`config.mk`:
```
export PLATFORM = sky130hd
export DESIGN_NAME = booth_mul_scheduler
export DESIGN_NICKNAME = d
export VERILOG_FILES = /design/src/rtl/mul_sched_pkg.sv /design/src/rtl/booth_step_dp.sv /design/src/rtl/booth_mul_scheduler.sv
export SDC_FILE = /design/constraint.sdc
export NUM_CORES = 1
export LEC_CHECK = 0
export BUFFER_PORTS_ARGS = -buffer_cell sky130_fd_sc_hd__buf_2
export CORE_UTILIZATION = 45
export DETAILED_ROUTE_END_ITERATION = 16
export PLACE_DENSITY = 0.79
export SLEW_MARGIN = 20
export SYNTH_ARGS = -nofsm -noshare
export SYNTH_HDL_FRONTEND = slang
export SYNTH_SLANG_ARGS = --single-unit
```
`constraint.sdc`:
```
create_clock -name i_clk -period 10.2 [get_ports i_clk]
set_clock_uncertainty 0.2 [all_clocks]
set_input_delay 2.04 -clock i_clk [delete_from_list [all_inputs] [get_ports i_clk]]
set_output_delay 2.04 -clock i_clk [all_outputs]
set_load 0.01 [all_outputs]
```
`src/rtl/mul_sched_pkg.sv`:
```
// Shared types, constants and round-robin helper for the Booth multiplier scheduler.
package mul_sched_pkg;

    typedef enum logic [1:0] {
        IDLE = 2'd0,
        RUN  = 2'd1,
        DONE = 2'd2
    } state_t;

    localparam int BOOTH_ITER = 33;
    localparam int Q_W        = 33;
    localparam int M_W        = 9;

    // Returns the first asserted request at or after ptr, wrapping within n clients.
    function automatic logic [2:0] rr_next(input logic [7:0] req,
                                           input logic [2:0] ptr,
                                           input int unsigned n);
        logic [2:0] win;
        logic       found;
        logic [3:0] idx;
        win   = '0;
        found = 1'b0;
        for (int i = 0; i < 8; i++) begin
            idx = {1'b0, ptr} + 4'(i);
            if (idx >= 4'(n))
                idx = idx - 4'(n);
            if (!found && (i < int'(n)) && req[idx[2:0]]) begin
                win   = idx[2:0];
                found = 1'b1;
            end
        end
        return win;
    endfunction

endpackage

```
`src/rtl/booth_step_dp.sv`:
```
// One radix-2 Booth iteration: conditional add/subtract of M, then arithmetic shift of {A,Q,Q_1}.
module booth_step_dp
    import mul_sched_pkg::*;
(
    input  logic [Q_W-1:0] i_a,
    input  logic [Q_W-1:0] i_q,
    input  logic           i_q1,
    input  logic [Q_W-1:0] i_m,
    output logic [Q_W-1:0] o_a,
    output logic [Q_W-1:0] o_q,
    output logic           o_q1
);

    logic [Q_W-1:0] w_sum;

    always_comb begin
        w_sum = i_a;
        case ({i_q[0], i_q1})
            2'b01:   w_sum = i_a + i_m;
            2'b10:   w_sum = i_a + ~i_m + 33'd1;
            default: w_sum = i_a;
        endcase
    end

    assign o_a  = {w_sum[Q_W-1], w_sum[Q_W-1:1]};
    assign o_q  = {w_sum[0], i_q[Q_W-1:1]};
    assign o_q1 = i_q[0];

endmodule

```
`src/rtl/booth_mul_scheduler.sv`:
```
// Round-robin arbiter and start/busy/done sequencer wrapped around a shared Booth multiplier step.
module booth_mul_scheduler
    import mul_sched_pkg::*;
#(
    parameter int NUM_REQ = 4,
    parameter int ID_W    = 2,
    parameter int PROD_W  = 42
) (
    input  logic                  i_clk,
    input  logic                  i_rst,
    input  logic [NUM_REQ-1:0]    i_req,
    input  logic [NUM_REQ*32-1:0] i_q_in,
    input  logic [NUM_REQ*9-1:0]  i_m_in,
    input  logic [NUM_REQ-1:0]    i_sam,
    input  logic                  i_flush,
    output logic [NUM_REQ-1:0]    o_grant,
    output logic                  o_busy,
    output logic                  o_done,
    output logic [ID_W-1:0]       o_done_id,
    output logic [PROD_W-1:0]     o_product
);

    state_t              r_state;
    state_t              w_next_state;
    logic [NUM_REQ-1:0]  r_grant;
    logic                r_done;
    logic [ID_W-1:0]     r_done_id;
    logic [PROD_W-1:0]   r_product;
    logic [ID_W-1:0]     r_ptr;
    logic [ID_W-1:0]     r_winner;
    logic [Q_W-1:0]      r_a;
    logic [Q_W-1:0]      r_q;
    logic                r_q1;
    logic [Q_W-1:0]      r_m;
    logic [5:0]          r_count;

    logic [ID_W-1:0]     w_pick;
    logic [31:0]         w_q_sel;
    logic [M_W-1:0]      w_m_sel;
    logic                w_sam_sel;
    logic [Q_W-1:0]      w_a_nxt;
    logic [Q_W-1:0]      w_q_nxt;
    logic                w_q1_nxt;

    assign w_pick    = ID_W'(rr_next(8'(i_req), 3'(r_ptr), NUM_REQ));
    assign w_q_sel   = i_q_in[32*w_pick +: 32];
    assign w_m_sel   = i_m_in[9*w_pick +: 9];
    assign w_sam_sel = i_sam[w_pick];

    booth_step_dp u_step (
        .i_a  (r_a),
        .i_q  (r_q),
        .i_q1 (r_q1),
        .i_m  (r_m),
        .o_a  (w_a_nxt),
        .o_q  (w_q_nxt),
        .o_q1 (w_q1_nxt)
    );

    always_ff @(posedge i_clk or posedge i_rst) begin
        if (i_rst)
            r_state <= IDLE;
        else
            r_state <= w_next_state;
    end

    // A pending request always beats flush in IDLE; flush only aborts RUN/DONE.
    always_comb begin
        w_next_state = r_state;
        case (r_state)
            IDLE: if (|i_req) w_next_state = RUN;
            RUN: begin
                if (i_flush)
                    w_next_state = IDLE;
                else if (r_count == 6'd1)
                    w_next_state = DONE;
            end
            DONE:    w_next_state = IDLE;
            default: w_next_state = IDLE;
        endcase
    end

    always_ff @(posedge i_clk or posedge i_rst) begin
        if (i_rst) begin
            r_grant   <= '0;
            r_done    <= 1'b0;
            r_done_id <= '0;
            r_product <= '0;
            r_ptr     <= '0;
            r_winner  <= '0;
            r_a       <= '0;
            r_q       <= '0;
            r_q1      <= 1'b0;
            r_m       <= '0;
            r_count   <= '0;
        end else begin
            r_done <= 1'b0;
            case (r_state)
                IDLE: begin
                    if (|i_req) begin
                        r_grant  <= NUM_REQ'(1) << w_pick;
                        r_winner <= w_pick;
                        r_ptr    <= (w_pick == ID_W'(NUM_REQ - 1)) ? '0 : w_pick + 1'b1;
                        r_q      <= {w_sam_sel & w_q_sel[31], w_q_sel};
                        r_m      <= {{(Q_W - M_W){w_m_sel[M_W-1]}}, w_m_sel};
                        r_a      <= '0;
                        r_q1     <= 1'b0;
                        r_count  <= 6'(BOOTH_ITER);
                    end
                end
                RUN: begin
                    if (i_flush) begin
                        r_grant <= '0;
                    end else begin
                        r_a     <= w_a_nxt;
                        r_q     <= w_q_nxt;
                        r_q1    <= w_q1_nxt;
                        r_count <= r_count - 6'd1;
                    end
                end
                DONE: begin
                    r_grant <= '0;
                    if (!i_flush) begin
                        r_done    <= 1'b1;
                        r_done_id <= r_winner;
                        r_product <= PROD_W'({r_a, r_q});
                    end
                end
                default: r_grant <= '0;
            endcase
        end
    end

    assign o_grant   = r_grant;
    assign o_busy    = (r_state != IDLE);
    assign o_done    = r_done;
    assign o_done_id = r_done_id;
    assign o_product = r_product;

endmodule

```
After elaboration in Yosys (flattened, before gate mapping)
Index checks and enable logic that the tools add are counted.
{ "totals": {"register_bits": 137, "input_bits": 175, "output_inout_bits": 50, "wordCells": 109} }
{ "op_classes": {"n_addsub": 12, "n_mul": 1, "order_cmp": 9, "n_eq_ne": 10, "shift": 3, "muxes": 44, "bitwise_logic": 3, "n_reduce_logical": 15} }
{ "ops": {"columns": ["cell", "count"], "rows": [
  ["case mux 33 bit (2 select lines)", 3],
  ["2-to-1 mux 33 bit", 4],
  ["variable part select 128 x 8 -> 32 bit", 1],
  ["adder 33 bit", 2],
  ["variable part select 36 x 7 -> 9 bit", 1],
  ["adder 33 x 1 -> 33 bit, second input constant", 1],
  ["inverter 33 bit", 1],
  ["less-than comparator 3 x 4 -> 1 bit, second input constant", 4],
  ["2-to-1 mux 2 bit", 8],
  ["binary-select mux 1 bit (select 3 bit)", 4],
  ["2-to-1 mux 1 bit", 12],
  ["2-to-1 mux 3 bit", 4],
  ["2-to-1 mux 6 bit", 2],
  ["case mux 6 bit (2 select lines)", 1],
  ["greater-or-equal comparator 3 bit, second input constant", 3],
  ["subtractor 3 bit, second input constant", 3],
  ["2-to-1 mux 4 bit", 2],
  ["case mux 4 bit (2 select lines)", 1],
  ["AND reduction 2 bit", 4],
  ["adder 2 x 2 -> 3 bit, second input constant", 2],
  ["equality test 2 bit, second input constant", 3],
  ["equality test 6 x 1 -> 1 bit, second input constant", 1],
  ["multiplier 4 x 2 -> 6 bit, first input constant", 1],
  ["inequality test 2 bit, second input constant", 3],
  ["other kinds (20)", 26]
]} }

Longest topological paths before layout
{ "depth": {"word_depth": 19, "mapped_depth": 16} }

Cells and area by module
Synthesis repeated with hierarchy kept, for this count alone.
{ "unflattened": {"hier_cells": 1310, "area_unflattened_um2": 11389.7} }
{ "modules_own_cells": {"columns": ["module", "n_inst", "cells_per_inst", "area_each_um2"], "rows": [
  ["booth_mul_scheduler", 1, 631, 6919.1],
  ["booth_step_dp", 1, 679, 4470.5]
]} }

Least setup slack after synthesis
Ideal clock, no wire load.
{ "synth_timing": {"path_type": "input -> register", "startpoint": "in i_req[2]", "endpoint": "reg r_q[17]", "arrival_time_ps": 3902, "path_slack_ps": 5972, "stages": 12, "path_buffers": 3, "path_cell_list": "nor2b_1 o21ai_0 o21ai_0 inv_1 o2111ai_1 a22oi_1 buf_2 buf_2 buf_2 mux2i_1 a211oi_1 a221o_1"} }
{ "synth_between": {"elab_chain_cells": 15} }
{ "synth_lines": {"columns": ["element", "line", "rtl"], "rows": [
  ["from (decl)", "booth_mul_scheduler.sv:11", "input logic [NUM_REQ-1:0] i_req,"],
  ["binary-select mux 1 bit (select 3 bit)", "mul_sched_pkg.sv:27", "if (!found && (i < int'(n)) && req[idx[2:0]]) begin"],
  ["2-to-1 mux 1 bit (not written as such)", "mul_sched_pkg.sv:27", null],
  ["2-to-1 mux 1 bit", "mul_sched_pkg.sv:27", null],
  ["zero test 1 bit", "mul_sched_pkg.sv:27", null],
  ["logical AND 1 bit", "mul_sched_pkg.sv:27", null],
  ["2-to-1 mux 1 bit", "mul_sched_pkg.sv:27", null],
  ["zero test 1 bit", "mul_sched_pkg.sv:27", null],
  ["logical AND 1 bit", "mul_sched_pkg.sv:27", null],
  ["2-to-1 mux 1 bit", "mul_sched_pkg.sv:27", null],
  ["zero test 1 bit", "mul_sched_pkg.sv:27", null],
  ["logical AND 1 bit", "mul_sched_pkg.sv:27", null],
  ["2-to-1 mux 2 bit", "mul_sched_pkg.sv:27", null],
  ["variable part select 128 x 8 -> 32 bit", "booth_mul_scheduler.sv:46", "assign w_q_sel = i_q_in[32*w_pick +: 32];"],
  ["2-to-1 mux 33 bit", "booth_mul_scheduler.sv:100", "if (|i_req) begin"],
  ["case mux 33 bit (2 select lines)", "booth_mul_scheduler.sv:98", "case (r_state)"],
  ["to (signal assigned)", "booth_mul_scheduler.sv:104", "r_q <= {w_sam_sel & w_q_sel[31], w_q_sel};"],
  ["to (signal assigned)", "booth_mul_scheduler.sv:116", "r_q <= w_q_nxt;"],
  ["to (decl)", "booth_mul_scheduler.sv:32", "logic [Q_W-1:0] r_q;"]
]} }
Several ways; a longest one is shown, not always the timed one. The select of a mux whose other input is x is not followed.
A chain may end at the register's enable or synchronous reset.

Worst setup path in the final report
{ "layout_timing": {"startpoint": "in i_req[0]", "endpoint": "reg r_q[32]"} }
{ "layout_between": {"elab_chain_cells": 17} }
{ "layout_lines": {"columns": ["element"], "rows": [
  ["branches (longest 17 deep; another with binary-select mux 1 bit (select 3 bit))"]
]} }
Parallel ways; which one is timed is not known. The select of a mux whose other input is x is not followed.

==> results.json <==
{
  "outcome": "finished, final reports clean",
  "place_congestion": 0.918,
  "tightest_slew_ps": 1070,
  "dpl.cell_count": 1620,
  "startpoint_type": "input port",
  "crit_type": "input port to flop",
  "hp-class": "flop to flop",
  "multiInputGateArea_um2": 6630,
  "ys_types": 68,
  "cts_resized": 0,
  "slew_headroom_pct": 29.0,
  "synth_fp_nets": 1405,
  "overflow": 0,
  "grt_usage_pct": 24.9,
  "yosys.area.top_type_share_pct": 32.3,
  "synth_edf_count": 0,
  "seq_area_um2": 3400,
  "num_io_pins": 225,
  "fmax_mhz": 207,
  "wire_per_inst_um": 18.2,
  "die_w_um": 155,
  "setup_viol": 0,
  "reg2reg_depth": 13,
  "vias_per_cell": 5.86,
  "num_rows": 55,
  "min_period_ps": 4820,
  "period_share_pct": 47.3,
  "synth_top_flop_cell": "dfrtp_1",
  "cts-root-buf": "clkbuf_16",
  "rsz0062_at_grt": "no",
  "synth_warnings": 0,
  "netSwitchingPower_w": 0.00225,
  "antenna_left": 0,
  "clock_latency_ps": 430,
  "grt_max_degree": 93,
  "synth_area_leader_cell": "dfrtp_1",
  "crit_start": "i_req[0]",
  "die_h_um": 155,
  "cts_buffer_depth": 2,
  "cts_tree": "done",
  "final_max_slew_viol_count": 0,
  "fillers": 2052,
  "cts_setup_buffers": 0,
  "cp_max_fo": 65,
  "final_util_pct": 54.7,
  "grt_pass1_vias": 9366,
  "routed_wl_mm": 30.1,
  "endpoint_kind": "flop",
  "crit_required_ps": 10350,
  "start_util_pct": 46.3,
  "synthCells": 1155,
  "endpoint": "r_q[32]$_DFFE_PP0P_",
  "drc": 0,
  "dr.pass1.iters": 5,
  "drive_gt1_share_pct": 25.6,
  "grt_pass1_wl_mm": 47.9,
  "r2r-end": "r_a[30]$_DFFE_PP0P_",
  "h-tree-depth": 4,
  "clkSinkCount": 136,
  "p_seq_share_pct": 21.0,
  "reg2reg_from": "r_m[8]$_DFFE_PP0P_",
  "antenna_found_initial": 0,
  "internal_power_w": 0.00236,
  "power_leakage_nw": 5.91,
  "die-area_um2": 24000,
  "cts_made_buffers": 17,
  "power_density_nw_per_um2": 370,
  "async_flop_share_pct": 100,
  "ir_drop_uv": 503,
  "dp_hpwl_mm": 21.1,
  "tns_ps": 0,
  "final_nets": 1576,
  "path_clk_slew_ps": 70,
  "vias": 9687,
  "clockPowerShare_pct": 14.0,
  "max_cap_violations": 0,
  "io_buffer_count": 224,
  "core_area_um2": 22800,
  "r2r_slack_ps": 5640,
  "swShare_pct": 48.8,
  "syn_area_per_cell_um2": 9.13,
  "cts_hold_buf": 0,
  "power_frac_comb_pct": 64.9,
  "arrival_ps": 4970,
  "drt-initial-drc-count": 681,
  "diodes": 0,
  "synthToLayoutAreaGrowth_pct": 18.2,
  "ys_top_cells_by_area": "dfrtp_1 32%, ha_1 8.7%, mux2i_1 5.2%",
  "yosysSeqAreaShare_pct": 32.3,
  "ys_ff_latch": 136,
  "final_cells": 1652,
  "final_hold_viol_count": 0,
  "syn_area_um2": 10500
}
==> how the worst min path moves through the flow <==
stage,start,end,slack (ps),cells past startpoint
2_1_floorplan,r_winner[0]$_DFFE_PP0P_,r_winner[0]$_DFFE_PP0P_,240,2
4_1_cts,o_product[7]$_DFFE_PP0P_,o_product[7]$_DFFE_PP0P_,300,1
3_5_place_dp,o_grant[2]$_DFFE_PP0P_,o_grant[2]$_DFFE_PP0P_,290,1
5_1_grt,o_product[7]$_DFFE_PP0P_,o_product[7]$_DFFE_PP0P_,310,1
3_3_place_gp,r_winner[1]$_DFFE_PP0P_,r_winner[1]$_DFFE_PP0P_,260,2
6_report,o_product[20]$_DFFE_PP0P_,o_product[20]$_DFFE_PP0P_,300,1
==> metrics by stage <==
| step | area (um^2) | worst slack (ps) | hold WS, ps | power [W] |
|---|---|---|---|---|
| after floorplan | 10500 | 4320 | 244 | 0.00323 |
| after global placement | 11800 | 5050 | 260 | 0.00385 |
| after detailed placement | 11800 | 4960 | 287 | 0.00391 |
| after CTS | 12500 | 5400 | 304 | 0.00459 |
| after global routing | 12500 | 5190 | 308 | 0.00496 |
| final | 12500 | 5380 | 303 | 0.00461 |
==> per-layer routing <==
| metal | up-vias | share of wire [%] | GRT usage [%] |
|---|---|---|---|
| met5 | - | 0 | 0 |
| met4 | 0 | 1.4 | 6.69 |
| met3 | 33 | 4.9 | 3.98 |
| met2 | 280 | 48 | 40.2 |
| met1 | 4754 | 46 | 34.7 |
| li1 | 4620 | - | - |
==> sequential cells by signal, summed over array words and instances (netlist names) <==
signal     flops
o_done         1
o_done_id      2
o_grant        4
o_product     42
r_a           32
r_count        6
r_m            9
r_ptr          2
r_q           33
r_q1           1
r_state        2
r_winner       2
==> cells in the mapped netlist, drive strengths merged, types with 6 or more instances <==
library cell	number
a211oi	72
a21o	9
a21oi	66
a221o	35
a221oi	18
a22o	7
a22oi	6
a31oi	9
and2	8
buf	27
clkbuf	59
dfrtp	136
ha	73
inv	47
mux2	49
mux2i	55
nand2	67
nand2b	16
nand3	29
nor2	52
nor2b	38
nor3	13
nor3b	7
nor4	9
o211ai	6
o21a	7
o21ai	89
o21bai	13
o221ai	7
or3	6
xnor2	49
xor2	8
==> cell usage in the layout (no fill, tap or decap), types with 14 or more instances in the layout <==
cell type	Yosys	routed
a211oi_1	70	70
dfrtp_1	136	136
a21oi_1	66	65
nor2b_1	38	38
nand3_1	29	29
inv_1	46	44
nand2_1	67	67
xnor2_1	49	49
nand2b_1	16	15
mux2_2	48	48
mux2i_1	55	55
a221o_1	35	35
ha_1	73	73
clkbuf_16	0	17
a221oi_1	16	16
buf_2	17	224
o21ai_0	88	88
nor2_1	52	51
buf_4	3	14
==> power by group through the flow <==
stage	Combinational (W)	Clock, W	Sequential [W]
floorplan	0.00227	0	0.000952
global placement	0.00289	0	0.000958
detailed placement	0.00295	0	0.000965
CTS	0.00297	0.000658	0.000962
global route	0.00329	0.000677	0.000997
finish	0.00299	0.000647	0.000969
==> logic make-up (layout without fill, tap and decap cells) <==
| kind of cell | Yosys count | after routing | share of synthesized area, % |
|---|---|---|---|
| XOR/XNOR | 57 | 57 | 4.74 |
| adder cells (fa/ha/maj) | 75 | 75 | 9.04 |
| flip-flops | 136 | 136 | 32.3 |
| AND/OR/NAND/NOR | 264 | 264 | 12.7 |
| buffers and inverters | 136 | 320 | 5.16 |
| multiplexers | 104 | 104 | 10.5 |
| AO/OA/AOI/OAI | 383 | 383 | 25.6 |
==> cell type report <==
class,count,share of cell area (%)
Inverter,50,1.55
Clock buffer,17,3.42
Tap cell,313,3.14
Multi-Input combinational cell,883,53.2
Clock inverter,15,1.50
Sequential cell,136,27.3
Timing Repair Buffer,238,9.84
==> worst max-delay path: stages <==
cell,delay (ps)
buf_2,130
mux2_2,270
nand2_1,70
o21ai_0,140
nor2_1,130
o31ai_1,110
a211oi_4,660
buf_4,620
mux2_2,410
a211o_1,220
a21oi_1,130
Power figures use the tool's default switching activity.
